$ cat src/rtl/ux607_tl8_qspi_rdbridge.sv
// ---------------------------------------------------------------------------
// ux607_tl8_qspi_rdbridge
//
// Terminating TileLink slave on the 8-bit QSPI side of the 32->8 width
// converter. Each Get becomes one read command to the QSPI flash controller.
// The returned bytes stream straight back as AccessAckData beats. Puts and
// unsupported opcodes have all of their A beats drained, then get one
// AccessAck with error set, because the flash window is read-only.
//
// Ports
//   clock, reset            core clock, asynchronous active-high reset
//   a_*_i / a_ready_o       narrow TileLink A channel (one request in flight)
//   d_*_o / d_ready_i       narrow TileLink D channel
//   cmd_*_o / cmd_ready_i   read command to flash controller (addr, length)
//   rx_*_i / rx_ready_o     byte stream returned by the flash controller
//
// Build option
//   UX607_QSPI_RDBRIDGE_TIMEOUT_EN
//     When this macro is defined, a DATA-state idle counter is added. After 255
//     cycles without a returned byte, the rest of the burst is answered with
//     error beats of data 0. Without the macro, DATA waits forever.
// ---------------------------------------------------------------------------
module ux607_tl8_qspi_rdbridge (
  input  logic        clock,
  input  logic        reset,
  output logic        a_ready_o,
  input  logic        a_valid_i,
  input  logic [2:0]  a_opcode_i,
  input  logic [2:0]  a_size_i,
  input  logic [1:0]  a_source_i,
  input  logic [29:0] a_address_i,
  input  logic        a_mask_i,
  input  logic [7:0]  a_data_i,
  input  logic        d_ready_i,
  output logic        d_valid_o,
  output logic [2:0]  d_opcode_o,
  output logic [1:0]  d_param_o,
  output logic [2:0]  d_size_o,
  output logic [1:0]  d_source_o,
  output logic        d_sink_o,
  output logic        d_addr_lo_o,
  output logic [7:0]  d_data_o,
  output logic        d_error_o,
  output logic        cmd_valid_o,
  input  logic        cmd_ready_i,
  output logic [29:0] cmd_addr_o,
  output logic [5:0]  cmd_len_o,
  input  logic        rx_valid_i,
  output logic        rx_ready_o,
  input  logic [7:0]  rx_data_i
);

  localparam logic [2:0] OP_GET            = 3'd4;
  localparam logic [2:0] MAX_SIZE          = 3'd5;
  localparam logic [2:0] D_ACCESS_ACK      = 3'd0;
  localparam logic [2:0] D_ACCESS_ACK_DATA = 3'd1;

  typedef enum logic [2:0] {
    IDLE   = 3'd0,
    CMD    = 3'd1,
    DATA   = 3'd2,
    WDRAIN = 3'd3,
    WACK   = 3'd4
  } state_e;

  // The flash window handles at most 32 bytes. Larger sizes are treated as 32.
  function automatic logic [2:0] clamp_size(input logic [2:0] size);
    return (size > MAX_SIZE) ? MAX_SIZE : size;
  endfunction

  // The index of the last beat is (1 << size) - 1. It doubles as the low-address mask.
  function automatic logic [5:0] last_beat(input logic [2:0] size);
    return (6'd1 << clamp_size(size)) - 6'd1;
  endfunction

  state_e      state_q, state_d;
  logic [2:0]  size_q, size_d;
  logic [1:0]  source_q, source_d;
  logic [29:0] addr_q, addr_d;
  logic [5:0]  cnt_q, cnt_d;
  // This is the parity of the beats already returned. It drives d_addr_lo.
  logic        par_q, par_d;
  logic        timed_out;

  // Write data and mask are discarded by design.
  logic        unused_inputs;
  assign unused_inputs = ^{a_mask_i, a_data_i};

`ifdef UX607_QSPI_RDBRIDGE_TIMEOUT_EN
  logic [7:0]  idle_q, idle_d;
  // The counter saturates at 255. From then on, the rest of the burst is error beats.
  assign timed_out = (idle_q == 8'hFF);
`else
  assign timed_out = 1'b0;
`endif

  // Constant and latched D-channel fields.
  assign d_param_o   = 2'd0;
  assign d_sink_o    = 1'b0;
  assign d_size_o    = size_q;
  assign d_source_o  = source_q;
  assign d_addr_lo_o = addr_q[0] ^ par_q;

  always_ff @(posedge clock or posedge reset) begin
    if (reset) begin
      state_q  <= IDLE;
      size_q   <= 3'd0;
      source_q <= 2'd0;
      addr_q   <= 30'd0;
      cnt_q    <= 6'd0;
      par_q    <= 1'b0;
    end else begin
      state_q  <= state_d;
      size_q   <= size_d;
      source_q <= source_d;
      addr_q   <= addr_d;
      cnt_q    <= cnt_d;
      par_q    <= par_d;
    end
  end

`ifdef UX607_QSPI_RDBRIDGE_TIMEOUT_EN
  always_ff @(posedge clock or posedge reset) begin
    if (reset) begin
      idle_q <= 8'd0;
    end else begin
      idle_q <= idle_d;
    end
  end
`endif

  always_comb begin
    state_d     = state_q;
    size_d      = size_q;
    source_d    = source_q;
    addr_d      = addr_q;
    cnt_d       = cnt_q;
    par_d       = par_q;
`ifdef UX607_QSPI_RDBRIDGE_TIMEOUT_EN
    idle_d      = idle_q;
`endif
    a_ready_o   = 1'b0;
    d_valid_o   = 1'b0;
    d_opcode_o  = D_ACCESS_ACK;
    d_data_o    = 8'd0;
    d_error_o   = 1'b0;
    cmd_valid_o = 1'b0;
    cmd_addr_o  = 30'd0;
    cmd_len_o   = 6'd0;
    rx_ready_o  = 1'b0;

    unique case (state_q)
      IDLE: begin
        a_ready_o = 1'b1;
        if (a_valid_i) begin
          size_d   = a_size_i;
          source_d = a_source_i;
          addr_d   = a_address_i;
          cnt_d    = last_beat(a_size_i);
          par_d    = 1'b0;
          if (a_opcode_i == OP_GET) begin
            state_d = CMD;
          end else if (last_beat(a_size_i) == 6'd0) begin
            state_d = WACK;
          end else begin
            state_d = WDRAIN;
          end
        end
      end

      CMD: begin
        cmd_valid_o = 1'b1;
        cmd_addr_o  = addr_q & ~{24'd0, last_beat(size_q)};
        cmd_len_o   = last_beat(size_q) + 6'd1;
        if (cmd_ready_i) begin
          state_d = DATA;
`ifdef UX607_QSPI_RDBRIDGE_TIMEOUT_EN
          idle_d  = 8'd0;
`endif
        end
      end

      DATA: begin
        d_opcode_o = D_ACCESS_ACK_DATA;
        if (timed_out) begin
          // After a timeout, the missing bytes are answered locally and rx is never consumed.
          d_valid_o = 1'b1;
          d_error_o = 1'b1;
        end else begin
          d_valid_o  = rx_valid_i;
          d_data_o   = rx_data_i;
          rx_ready_o = d_ready_i;
        end
`ifdef UX607_QSPI_RDBRIDGE_TIMEOUT_EN
        if (rx_valid_i && d_ready_i && !timed_out) begin
          idle_d = 8'd0;
        end else if (!timed_out) begin
          idle_d = idle_q + 8'd1;
        end
`endif
        if ((rx_valid_i || timed_out) && d_ready_i) begin
          par_d = ~par_q;
          if (cnt_q == 6'd0) begin
            state_d = IDLE;
          end else begin
            cnt_d = cnt_q - 6'd1;
          end
        end
      end

      WDRAIN: begin
        // The first write beat was taken in IDLE. cnt counts the beats still expected.
        a_ready_o = 1'b1;
        if (a_valid_i) begin
          cnt_d = cnt_q - 6'd1;
          if (cnt_q == 6'd1) begin
            state_d = WACK;
          end
        end
      end

      WACK: begin
        d_valid_o  = 1'b1;
        d_opcode_o = D_ACCESS_ACK;
        d_error_o  = 1'b1;
        if (d_ready_i) begin
          state_d = IDLE;
        end
      end

      default: begin
        state_d = IDLE;
      end
    endcase
  end

endmodule

$ cat config.mk
export PLATFORM = sky130hd
export DESIGN_NAME = ux607_tl8_qspi_rdbridge
export DESIGN_NICKNAME = d
export VERILOG_FILES = /design/src/rtl/ux607_tl8_qspi_rdbridge.sv
export SDC_FILE = /design/constraint.sdc
export NUM_CORES = 1
export LEC_CHECK = 0
export BUFFER_PORTS_ARGS = -buffer_cell sky130_fd_sc_hd__buf_2
export CORE_UTILIZATION = 50
export DETAILED_ROUTE_END_ITERATION = 16
export HOLD_SLACK_MARGIN = 0.15
export PLACE_DENSITY = 0.95
export SYNTH_ARGS = -nofsm -noshare
export SYNTH_HDL_FRONTEND = slang
export SYNTH_SLANG_ARGS = --single-unit
$ cat constraint.sdc
create_clock -name clock -period 4.98 [get_ports clock]
set_input_delay 0.747 -clock clock [delete_from_list [all_inputs] [get_ports clock]]
set_output_delay 0.747 -clock clock [all_outputs]
set_load 0.01 [all_outputs]
==> flow_summary.json, run 1 <==
{
  "num_rows": 26,
  "drt_first_iter_violations": 156,
  "crit_fanout": 30,
  "fin_tns_setup_ns": 0,
  "cp_data_arrival_time_ns": 2.46,
  "cp_slowest_stage_delay_ns": 0.57,
  "hold_buffers": 0,
  "finalClockSkew_ns": 0.005862,
  "ys.warnings.count": 0,
  "drv_cap": 0,
  "grt_max_degree": 46,
  "max-vdd-ir-drop_uv": 161.2,
  "r2r_end": "cnt_q[4]",
  "outcome": "finished, final reports clean",
  "n_fill_cell": 446,
  "r2r-start": "state_q[0]",
  "critPathSlowestCell": "dfrtp_1",
  "firstDrtPassIters": 4,
  "ys.flop_type": "dfrtp_1",
  "swShare_pct": 42.87,
  "worst_ep_required_time_ns": 4.23,
  "io_pins": 122,
  "track_usage_pct": 22.81,
  "final_common_cell": "nand2_1",
  "r2r_slack_ns": 2.84,
  "power_switching_uw": 701.9,
  "crit_chain": "inv_1 > nand3_4 > inv_1 > nand2_1 > nor4b_1 > buf_2",
  "pwr-share-seq_pct": 41.3,
  "timing.fmax_ghz": 0.3122,
  "holdPathStages": 2,
  "synth_edf_count": 0,
  "cts.sinks": 45,
  "die_y_um": 74.87,
  "startpoint_type": "flip-flop",
  "gp_congestion": 0.8510,
  "synthDistinctLibCells": 43,
  "drt-met1-wl_um": 2520,
  "core_area_um2": 5107,
  "p_int_uw": 935.5,
  "slew_violations": 0,
  "final_cell_mix": "nand2_1 (118), buf_2 (107), dfrtp_1 (45)",
  "antenna_found_initial": 0,
  "clkPwrFrac_pct": 14.5,
  "nets": 488,
  "clock_latency_ns": 0.30,
  "die_area_um2": 5606,
  "syn2layout_area_growth_pct": 22.71,
  "wl_per_cell_um": 12.67,
  "start_util_pct": 51.98,
  "path_class": "flip-flop to output port",
  "avgSynthCellArea_um2": 8.195,
  "hold_class": "flip-flop to flip-flop",
  "vias": 2531,
  "cts-htree-levels": 2,
  "worstMarginPinSlew_ns": 0.9148,
  "ant_nets": 0,
  "drive_above_1_share_pct": 30.26,
  "synthArstFlopShare_pct": 100.0,
  "combPwrFrac_pct": 44.2,
  "setup_viol": 0,
  "p_leak_nw": 1.827,
  "slew_headroom_pct": 38.93,
  "end_kind": "output port",
  "cts_tree": "built",
  "synthesis.area_um2": 2655,
  "avgViaCountPerCell": 5.134,
  "min_from": "addr_q[18]",
  "seq_area_frac_synth_pct": 42.41,
  "dpl.hpwl_um": 4538,
  "synth_cells": 324,
  "cts_setup_buffers": 0,
  "finalHoldViolations": 0,
  "chipWidth_um": 74.87,
  "cts_buffer_depth": 2,
  "root_buffer": "clkbuf_8",
  "crit_path_frequent_cell": "inv_1",
  "period_needed_ns": 3.203,
  "dr.max_layer_used": "met4",
  "num_antenna_cells": 0,
  "ff2ff_path_depth": 5,
  "drc": 0,
  "cts_buffers": 5,
  "wl_met3_um": 459,
  "gr-total-overflow": 0,
  "grt_pass1_wl_um": 9770,
  "grt_pass1_vias": 2250,
  "wl_um": 6246,
  "cts_resized": 0,
  "cts.clk_slew.worst_paths_ns": 0.09,
  "port_buffers": 107,
  "min_to": "addr_q[18]",
  "wl_met2_um": 3111,
  "rsz0062_at_grt": "false",
  "p_per_area_nw_per_um2": 502.6,
  "period_share_pct": 64.32,
  "power.total_mw": 1.637,
  "ys_ff_latch": 45
}
## cells in the mapped netlist, types with 2 or more instances
cell	n	area share, %
nor3b_1	2	0.57
or3_1	3	0.71
inv_1	8	1.1
nand3_1	6	1.1
dfrtp_1	45	42
and3_1	4	0.94
nor2_1	13	1.8
clkbuf_1	7	0.99
buf_2	4	0.75
and2_1	36	8.5
ha_1	5	2.4
xor2_1	3	0.99
nor3_1	11	2.1
nor4_1	4	0.94
o21ai_0	10	1.9
nand2b_1	4	0.94
o2111ai_1	2	0.66
mux2i_1	4	1.5
xnor2_1	2	0.66
buf_6	4	1.7
nor3b_2	2	0.94
buf_4	7	2.0
nand2_1	118	17
## cell type report
cell class              count  area, µm²  area share, %
multi-input cells         253       1370          42.05
flip-flops and latches     45       1126          34.56
repair buffers            109      550.5          16.90
well taps                  70      87.58          2.688
clock buffers               5      68.82          2.112
inverters                   8      30.03         0.9217
clock inverters             3      25.02         0.7681
## critical path: cells and delay by family, from the launching register on
kind	cells	cell delay [ns]
AND/OR/NAND/NOR	3	0.56
flip-flops	1	0.57
buffers and inverters	3	1.03
## per-stage QoR
step	instances	hold WS, ns	utilization (%)	setup slack [ns]	instance area [µm²]
floorplan	328	0.4374	-	2.360	2670
global placement	485	0.4488	61.95	2.172	3164
detailed placement	485	0.4543	61.95	2.112	3164
CTS	493	0.4777	63.79	1.772	3258
global route	493	0.5041	63.79	1.559	3258
finish	493	0.4711	63.79	1.777	3258
## how the worst max path moves through the flow
stage           startpoint  slack [ns]  cells after the start      endpoint
2_1_floorplan  d_size_o[0]        2.36                      4  cmd_len_o[5]
3_3_place_gp    state_q[1]        2.17                      6  cmd_len_o[5]
3_5_place_dp    state_q[1]        2.11                      6  cmd_len_o[5]
4_1_cts         state_q[1]        1.77                      6  cmd_len_o[5]
5_1_grt         state_q[1]        1.56                      6  cmd_len_o[5]
6_report        state_q[1]        1.78                      6  cmd_len_o[5]
## routing by layer
layer	vias to the layer above	track usage, %
met1	1150	26.57
met4	0	8.805
met5	-	0
met2	122	40.44
met3	26	5.622
li1	1233	-
## power groups by stage
stage,sequential (mW),clock (mW),combinational [mW]
after floorplan,0.623,0,0.569
after global placement,0.669,0,0.687
after detailed placement,0.683,0,0.720
after CTS,0.677,0.243,0.725
after global routing,0.705,0.260,0.820
final,0.677,0.238,0.723
## registers in the layout, summed over array words and instances (netlist names)
name,count
addr_q,30
d_size_o,3
par_q,1
cnt_q,6
state_q,3
d_source_o,2
## kinds of logic after synthesis
family                   Yosys count  share of synthesized area, %
buffers and inverters             30                         6.551
flip-flops                        45                         42.41
AND/OR/NAND/NOR                  212                         38.93
other                              1                        0.1412
multiplexers                       4                         1.508
XOR/XNOR                           5                         1.650
adder cells (fa/ha/maj)            5                         2.356
AO/OA/AOI/OAI                     22                         6.457
Note: power is estimated with default switching activity, not from simulation.
==> run 2: changes to the inputs <==
--- a/config.mk
+++ b/config.mk
@@ -5,11 +5,12 @@
 export SDC_FILE = /design/constraint.sdc
 export NUM_CORES = 1
 export LEC_CHECK = 0
+export ABC_AREA = 1
 export BUFFER_PORTS_ARGS = -buffer_cell sky130_fd_sc_hd__buf_2
-export CORE_UTILIZATION = 50
+export CORE_UTILIZATION = 46
 export DETAILED_ROUTE_END_ITERATION = 16
 export HOLD_SLACK_MARGIN = 0.15
-export PLACE_DENSITY = 0.95
+export PLACE_DENSITY = 0.9
 export SYNTH_ARGS = -nofsm -noshare
 export SYNTH_HDL_FRONTEND = slang
 export SYNTH_SLANG_ARGS = --single-unit
==> constraint.sdc (replaced) <==
create_clock -name clock -period 3.3 [get_ports clock]
set_input_delay 0.495 -clock clock [delete_from_list [all_inputs] [get_ports clock]]
set_output_delay 0.495 -clock clock [all_outputs]
set_load 0.01 [all_outputs]
==> run 2 against run 1 <==
Final area shrank 2.0%. Clock skew shrank 0.0028 ns. Synthesized area shrank 4.3%. Sequential share of layout area grew 0.70 points. Combinational power grew 130%. Global-route usage shrank 2.0 points. Critical path type unchanged. Critical endpoint unchanged.
==> flow_summary.json, run 2 <==
{
  "drv_cap": 0,
  "multiInputGateArea_um2": 1065,
  "avgSynthCellArea_um2": 7.118,
  "power.total_mw": 3.011,
  "synth_common_cells": "nor2_1 (82), nand2_1 (68), inv_1 (65), dfrtp_1 (45), a21oi_1 (30)",
  "drt_first_iter_violations": 87,
  "pwr-share-seq_pct": 31.8,
  "r2r_slack_ns": 1.28,
  "ant_nets": 0,
  "ys.flop_type": "dfrtp_1",
  "dpl.hpwl_um": 4347,
  "grtUsageMet1_pct": 25.41,
  "path_class": "flip-flop to output port",
  "p_leak_nw": 1.998,
  "cpLargestDelayFamily": "simple AND/OR/NAND/NOR gates",
  "syn2layout_area_growth_pct": 25.65,
  "rsz0062_at_grt": "false",
  "top_register": "addr_q",
  "seq_area_frac_synth_pct": 44.31,
  "antenna_found_initial": 0,
  "cts_tree": "built",
  "muxShareOfSynthArea_pct": 1.329,
  "synthTopCellsByArea": "dfrtp_1 (44%), nor2_1 (12%), nand2_1 (10%), inv_1 (9.6%), a21oi_1 (5.9%)",
  "grtUsageMet3_pct": 4.072,
  "startpoint_type": "flip-flop",
  "final_cell_mix": "buf_2 (107), nor2_1 (82), nand2_1 (68)",
  "grt-busiest-layer": "met2",
  "cts.sinks": 45,
  "slew_violations": 0,
  "swShare_pct": 45.31,
  "yosys.area.top_type_share_pct": 44.31,
  "synth_top_family_by_area": "simple AND/OR/NAND/NOR gates",
  "avgViaCountPerCell": 4.667,
  "outcome": "finished, final reports clean",
  "start_util_pct": 48.82,
  "clock_latency_ns": 0.29,
  "max-vdd-ir-drop_uv": 646.6,
  "crit_chain": "nor3_1 > inv_2 > nor4_1 > buf_2",
  "fin_tns_setup_ns": 0,
  "register_area_um2": 1126,
  "finish.instance_area_um2": 3193,
  "cts_resized": 0,
  "use_met2_pct": 37.57,
  "period_needed_ns": 2.474,
  "firstDrtPassIters": 4,
  "crit_fanout": 37,
  "n_fill_cell": 462,
  "setup_viol": 0,
  "cts.clk_slew.worst_paths_ns": 0.08,
  "period_share_pct": 74.96,
  "core_area_um2": 5205,
  "nets": 526,
  "clkPwrFrac_pct": 14.0,
  "hold_buffers": 0,
  "gp_congestion": 0.8685,
  "chipWidth_um": 76.33,
  "drive_above_1_share_pct": 27.11,
  "root_buffer": "clkbuf_8",
  "wl_per_cell_um": 10.92,
  "cp_slowest_stage_delay_ns": 0.43,
  "cts_setup_buffers": 0,
  "synth_cells": 357,
  "final_common_cell": "buf_2",
  "grt_max_degree": 50,
  "largest_reg_flops": 30,
  "cts_buffers": 5,
  "reg_top3": "addr_q (30), cnt_q (6)",
  "synth_xor_area_share_pct": 1.723,
  "vias": 2478,
  "die_area_um2": 5826,
  "die_y_um": 76.33,
  "grt_pass1_wl_um": 10020,
  "fin_util_pct": 61.35,
  "path_buf_inv": 2,
  "synth.most_common_cell": "nor2_1",
  "synth_edf_count": 0,
  "finalClockSkew_ns": 0.003079,
  "timing.fmax_ghz": 0.4043,
  "synthAdderAreaFrac_pct": 2.462,
  "end_kind": "output port",
  "synthDistinctLibCells": 25,
  "synthArstFlopShare_pct": 100.0,
  "ys_ff_latch": 45,
  "hold_class": "input port to async pin",
  "p_int_mw": 1.647,
  "p_per_area_nw_per_um2": 943.1,
  "synth-simple-area-share_pct": 27.77,
  "combPwrFrac_pct": 54.1,
  "power_switching_mw": 1.364,
  "grt_pass1_vias": 2360,
  "slew_headroom_pct": 39.74,
  "critPathSlowestCell": "dfrtp_1",
  "ys.warnings.count": 0,
  "cts_buffer_depth": 2,
  "worst_ep_required_time_ns": 2.80,
  "drc": 0,
  "placed_cell_area_um2": 3073,
  "cts-htree-levels": 2,
  "num_antenna_cells": 0,
  "cp_data_arrival_time_ns": 1.98,
  "synth_compound_area_share_pct": 7.878,
  "port_buffers": 107,
  "io_pins": 122,
  "num_rows": 26,
  "synthesis.area_um2": 2541,
  "synth.largest_area_cell": "dfrtp_1",
  "worstMarginPinSlew_ns": 0.9026,
  "wl_um": 5800,
  "gr-total-overflow": 0,
  "finalHoldViolations": 0,
  "track_usage_pct": 20.82
}
run 2: area by class of cell:
type / instances / share of cell area, %
tap: 70 / 2.743
clock inverter: 2 / 1.176
timing repair buffer: 108 / 17.01
clock buffer: 6 / 2.586
multi-input combinational: 233 / 33.35
inverter: 67 / 7.876
sequential: 45 / 35.27
run 2: kinds of logic (layout without fill, tap and decap cells):
group | count (synthesis) | count (layout)
buffers and inverters | 83 | 183
adder cells (fa/ha/maj) | 5 | 5
AND/OR/NAND/NOR | 176 | 176
flip-flops | 45 | 45
XOR/XNOR | 5 | 5
other | 1 | 5
multiplexers | 3 | 3
AO/OA/AOI/OAI | 39 | 39
run 2: power by group through the flow:
stage	clock (mW)	sequential [mW]	combinational (mW)
final	0.423	0.959	1.63
after global routing	0.460	0.992	1.87
after CTS	0.437	0.957	1.64
after detailed placement	0	0.969	1.63
after global placement	0	0.954	1.57
after floorplan	0	0.947	1.19
run 2: worst paths after layout:
| kind | start | endpoint | cells after the start |
|---|---|---|---|
| setup / recovery | state_q[1] | cmd_len_o[5] | 4 |
| hold / removal | reset | addr_q[2] | 2 |
| setup reg to reg | state_q[1] | addr_q[19] | 7 |
| hold reg to reg | d_source_o[0] | d_source_o[0] | 1 |
| max in group asynchronous | reset | d_source_o[0] | 2 |
| min in group clock | a_source_i[0] | d_source_o[0] | 2 |
run 2: stage by stage:
| stage | cells | hold slack, ns | setup WS [ns] |
|---|---|---|---|
| finish | 531 | 0.3990 | 0.8263 |
| global route | 531 | 0.4325 | 0.7196 |
| detailed placement | 523 | 0.4934 | 1.168 |
| global placement | 523 | 0.4817 | 1.234 |
| CTS | 531 | 0.4287 | 0.8358 |
| floorplan | 361 | 0.4711 | 1.382 |
run 2: layer usage:
metal	up-vias	routed length (µm)
met5	-	0
li1	1270	-
met3	4	286
met1	1129	2674
met4	0	38
met2	75	2800
==> run 3: changes to the inputs <==
==> constraint.sdc (replaced) <==
create_clock -name clock -period 2.3 [get_ports clock]
set_input_delay 0.345 -clock clock [delete_from_list [all_inputs] [get_ports clock]]
set_output_delay 0.345 -clock clock [all_outputs]
set_load 0.01 [all_outputs]
==> run 3 against run 2 <==
Via count increased by 1.1%. Cell count up 0.38%. First-iteration DRC count is 87% higher. Global-route usage down 0.51 points. Die area is the same. Register-to-register slack got worse by 0.82 ns. Critical path type unchanged.
==> flow_summary.json, run 3 (same netlist as run 2, synthesis figures left out) <==
{
  "finalHoldViolations": 0,
  "swShare_pct": 46.87,
  "cts-htree-levels": 2,
  "track_usage_pct": 20.32,
  "timing.fmax_ghz": 0.4715,
  "drv_cap": 0,
  "end_kind": "output port",
  "finish.instance_area_um2": 3198,
  "wl_um": 5732,
  "io_pins": 122,
  "period_share_pct": 92.22,
  "critPathSlowestCell": "dfrtp_1",
  "p_int_mw": 2.252,
  "multiInputGateArea_um2": 1070,
  "cts.clk_slew.worst_paths_ns": 0.08,
  "ant_nets": 0,
  "largest_reg_flops": 30,
  "cp_slowest_stage_delay_ns": 0.46,
  "drive_above_1_share_pct": 27.65,
  "antenna_found_initial": 0,
  "slew_violations": 0,
  "cts_buffer_depth": 2,
  "num_rows": 26,
  "clkPwrFrac_pct": 11.3,
  "worst_ep_required_time_ns": 1.96,
  "gp_congestion": 0.8602,
  "grt-busiest-layer": "met2",
  "fin_tns_setup_ns": 0,
  "hold_class": "input port to async pin",
  "slew_headroom_pct": 63.54,
  "num_antenna_cells": 0,
  "p_leak_nw": 2.003,
  "cts_setup_buffers": 0,
  "finalClockSkew_ns": 0.004054,
  "syn2layout_area_growth_pct": 25.85,
  "cts_buffers": 5,
  "crit_fanout": 7,
  "top_register": "addr_q",
  "firstDrtPassIters": 4,
  "die_y_um": 76.33,
  "clock_latency_ns": 0.29,
  "final_common_cell": "buf_2",
  "wl_per_cell_um": 10.75,
  "final_cell_mix": "buf_2 (107), nor2_1 (82), nand2_1 (68)",
  "pwr-share-seq_pct": 32.5,
  "r2r-start": "state_q[2]",
  "drt_first_iter_violations": 163,
  "setup_viol": 0,
  "n_fill_cell": 469,
  "cts_tree": "built",
  "max-vdd-ir-drop_uv": 862.2,
  "die_area_um2": 5826,
  "use_met2_pct": 37.03,
  "port_buffers": 107,
  "placed_cell_area_um2": 3100,
  "dpl.hpwl_um": 4427,
  "rsz0062_at_grt": "false",
  "nets": 528,
  "hold_buffers": 0,
  "grtUsageMet3_pct": 4.072,
  "startpoint_type": "flip-flop",
  "combPwrFrac_pct": 56.2,
  "path_class": "flip-flop to output port",
  "vias": 2505,
  "root_buffer": "clkbuf_8",
  "reg_top3": "addr_q (30), cnt_q (6)",
  "chipWidth_um": 76.33,
  "period_needed_ns": 2.121,
  "grtUsageMet1_pct": 24.45,
  "worstMarginPinSlew_ns": 0.5469,
  "grt_max_degree": 46,
  "cts.sinks": 45,
  "ff2ff_path_depth": 9,
  "power_switching_mw": 1.987,
  "start_util_pct": 48.82,
  "register_area_um2": 1126,
  "outcome": "finished, final reports clean",
  "grt_pass1_vias": 2322,
  "drc": 0,
  "avgViaCountPerCell": 4.700,
  "worstSetupStartpoint": "d_size_o[1]",
  "p_per_area_nw_per_um2": 1325,
  "grt_pass1_wl_um": 9653,
  "crit_chain": "nor2_1 > nand2_1 > ha_1 > nor4_1 > buf_2",
  "cp_data_arrival_time_ns": 1.78,
  "gr-total-overflow": 0,
  "core_area_um2": 5205
}
[run 3: cell types whose count changed in the layout (fill, tap and decap cells not counted), sizes merged]
| cell | previous run | this run |
|---|---|---|
| buf | 108 | 110 |
| clkinv | 0 | 1 |
| clkbuf | 6 | 5 |
| bufinv | 1 | 0 |
| inv | 67 | 68 |
[run 3: worst max-delay path, delay by kind of cell, from the launching register on]
kind / cells / cell delay, ns
simple gates: 3 / 0.53
buf+inv: 1 / 0.18
fa+ha+maj: 1 / 0.31
flops: 1 / 0.46
[run 3: final cells by class]
class	count	share of cell area, %
flip-flops and latches	45	35.21
multi-input cells	233	33.45
repair buffers	110	17.84
inverters	67	7.942
well taps	70	2.739
clock buffers	5	2.152
clock inverters	3	0.6651
[run 3: final timing paths]
kind                                  to  slack (ns)
setup reg to reg                cnt_q[4]        0.46
hold / removal                 addr_q[2]        0.17
min in group clock         d_source_o[0]        0.29
max in group asynchronous    d_size_o[0]        1.75
hold reg to reg                    par_q        0.52
setup / recovery            cmd_len_o[5]        0.18
[run 3: metal layers]
layer	vias up	share of wire, %	routed length (µm)
met3	4	5.5	314
met5	-	0	0
met2	89	49	2830
li1	1276	-	-
met4	0	0.51	29
met1	1136	45	2558
[run 3: timing repair]
action / in CTS / in global routing
hold endpoints to repair: 0 / 0
gates resized for setup: 0 / 3
endpoints found under the setup margin: 0 / 3
[run 3: stage by stage]
step                setup WS [ns]  power [mW]  utilization [%]  hold slack [ns]  instances
floorplan                  0.5325       3.062                -           0.4711        361
global placement           0.4446       3.660            59.57           0.4892        525
detailed placement         0.4023       3.765            59.57           0.5027        525
CTS                       0.05937       4.253            61.30           0.1908        533
global route             0.007157       4.663            61.44           0.2093        533
finish                     0.1790       4.239            61.44           0.1695        533
[run 3: power by group through the flow]
stage / Sequential (mW) / Combinational, mW / Clock (mW)
floorplan: 1.36 / 1.70 / 0
global placement: 1.37 / 2.29 / 0
detailed placement: 1.39 / 2.37 / 0
CTS: 1.37 / 2.39 / 0.488
global route: 1.42 / 2.72 / 0.521
finish: 1.38 / 2.38 / 0.479
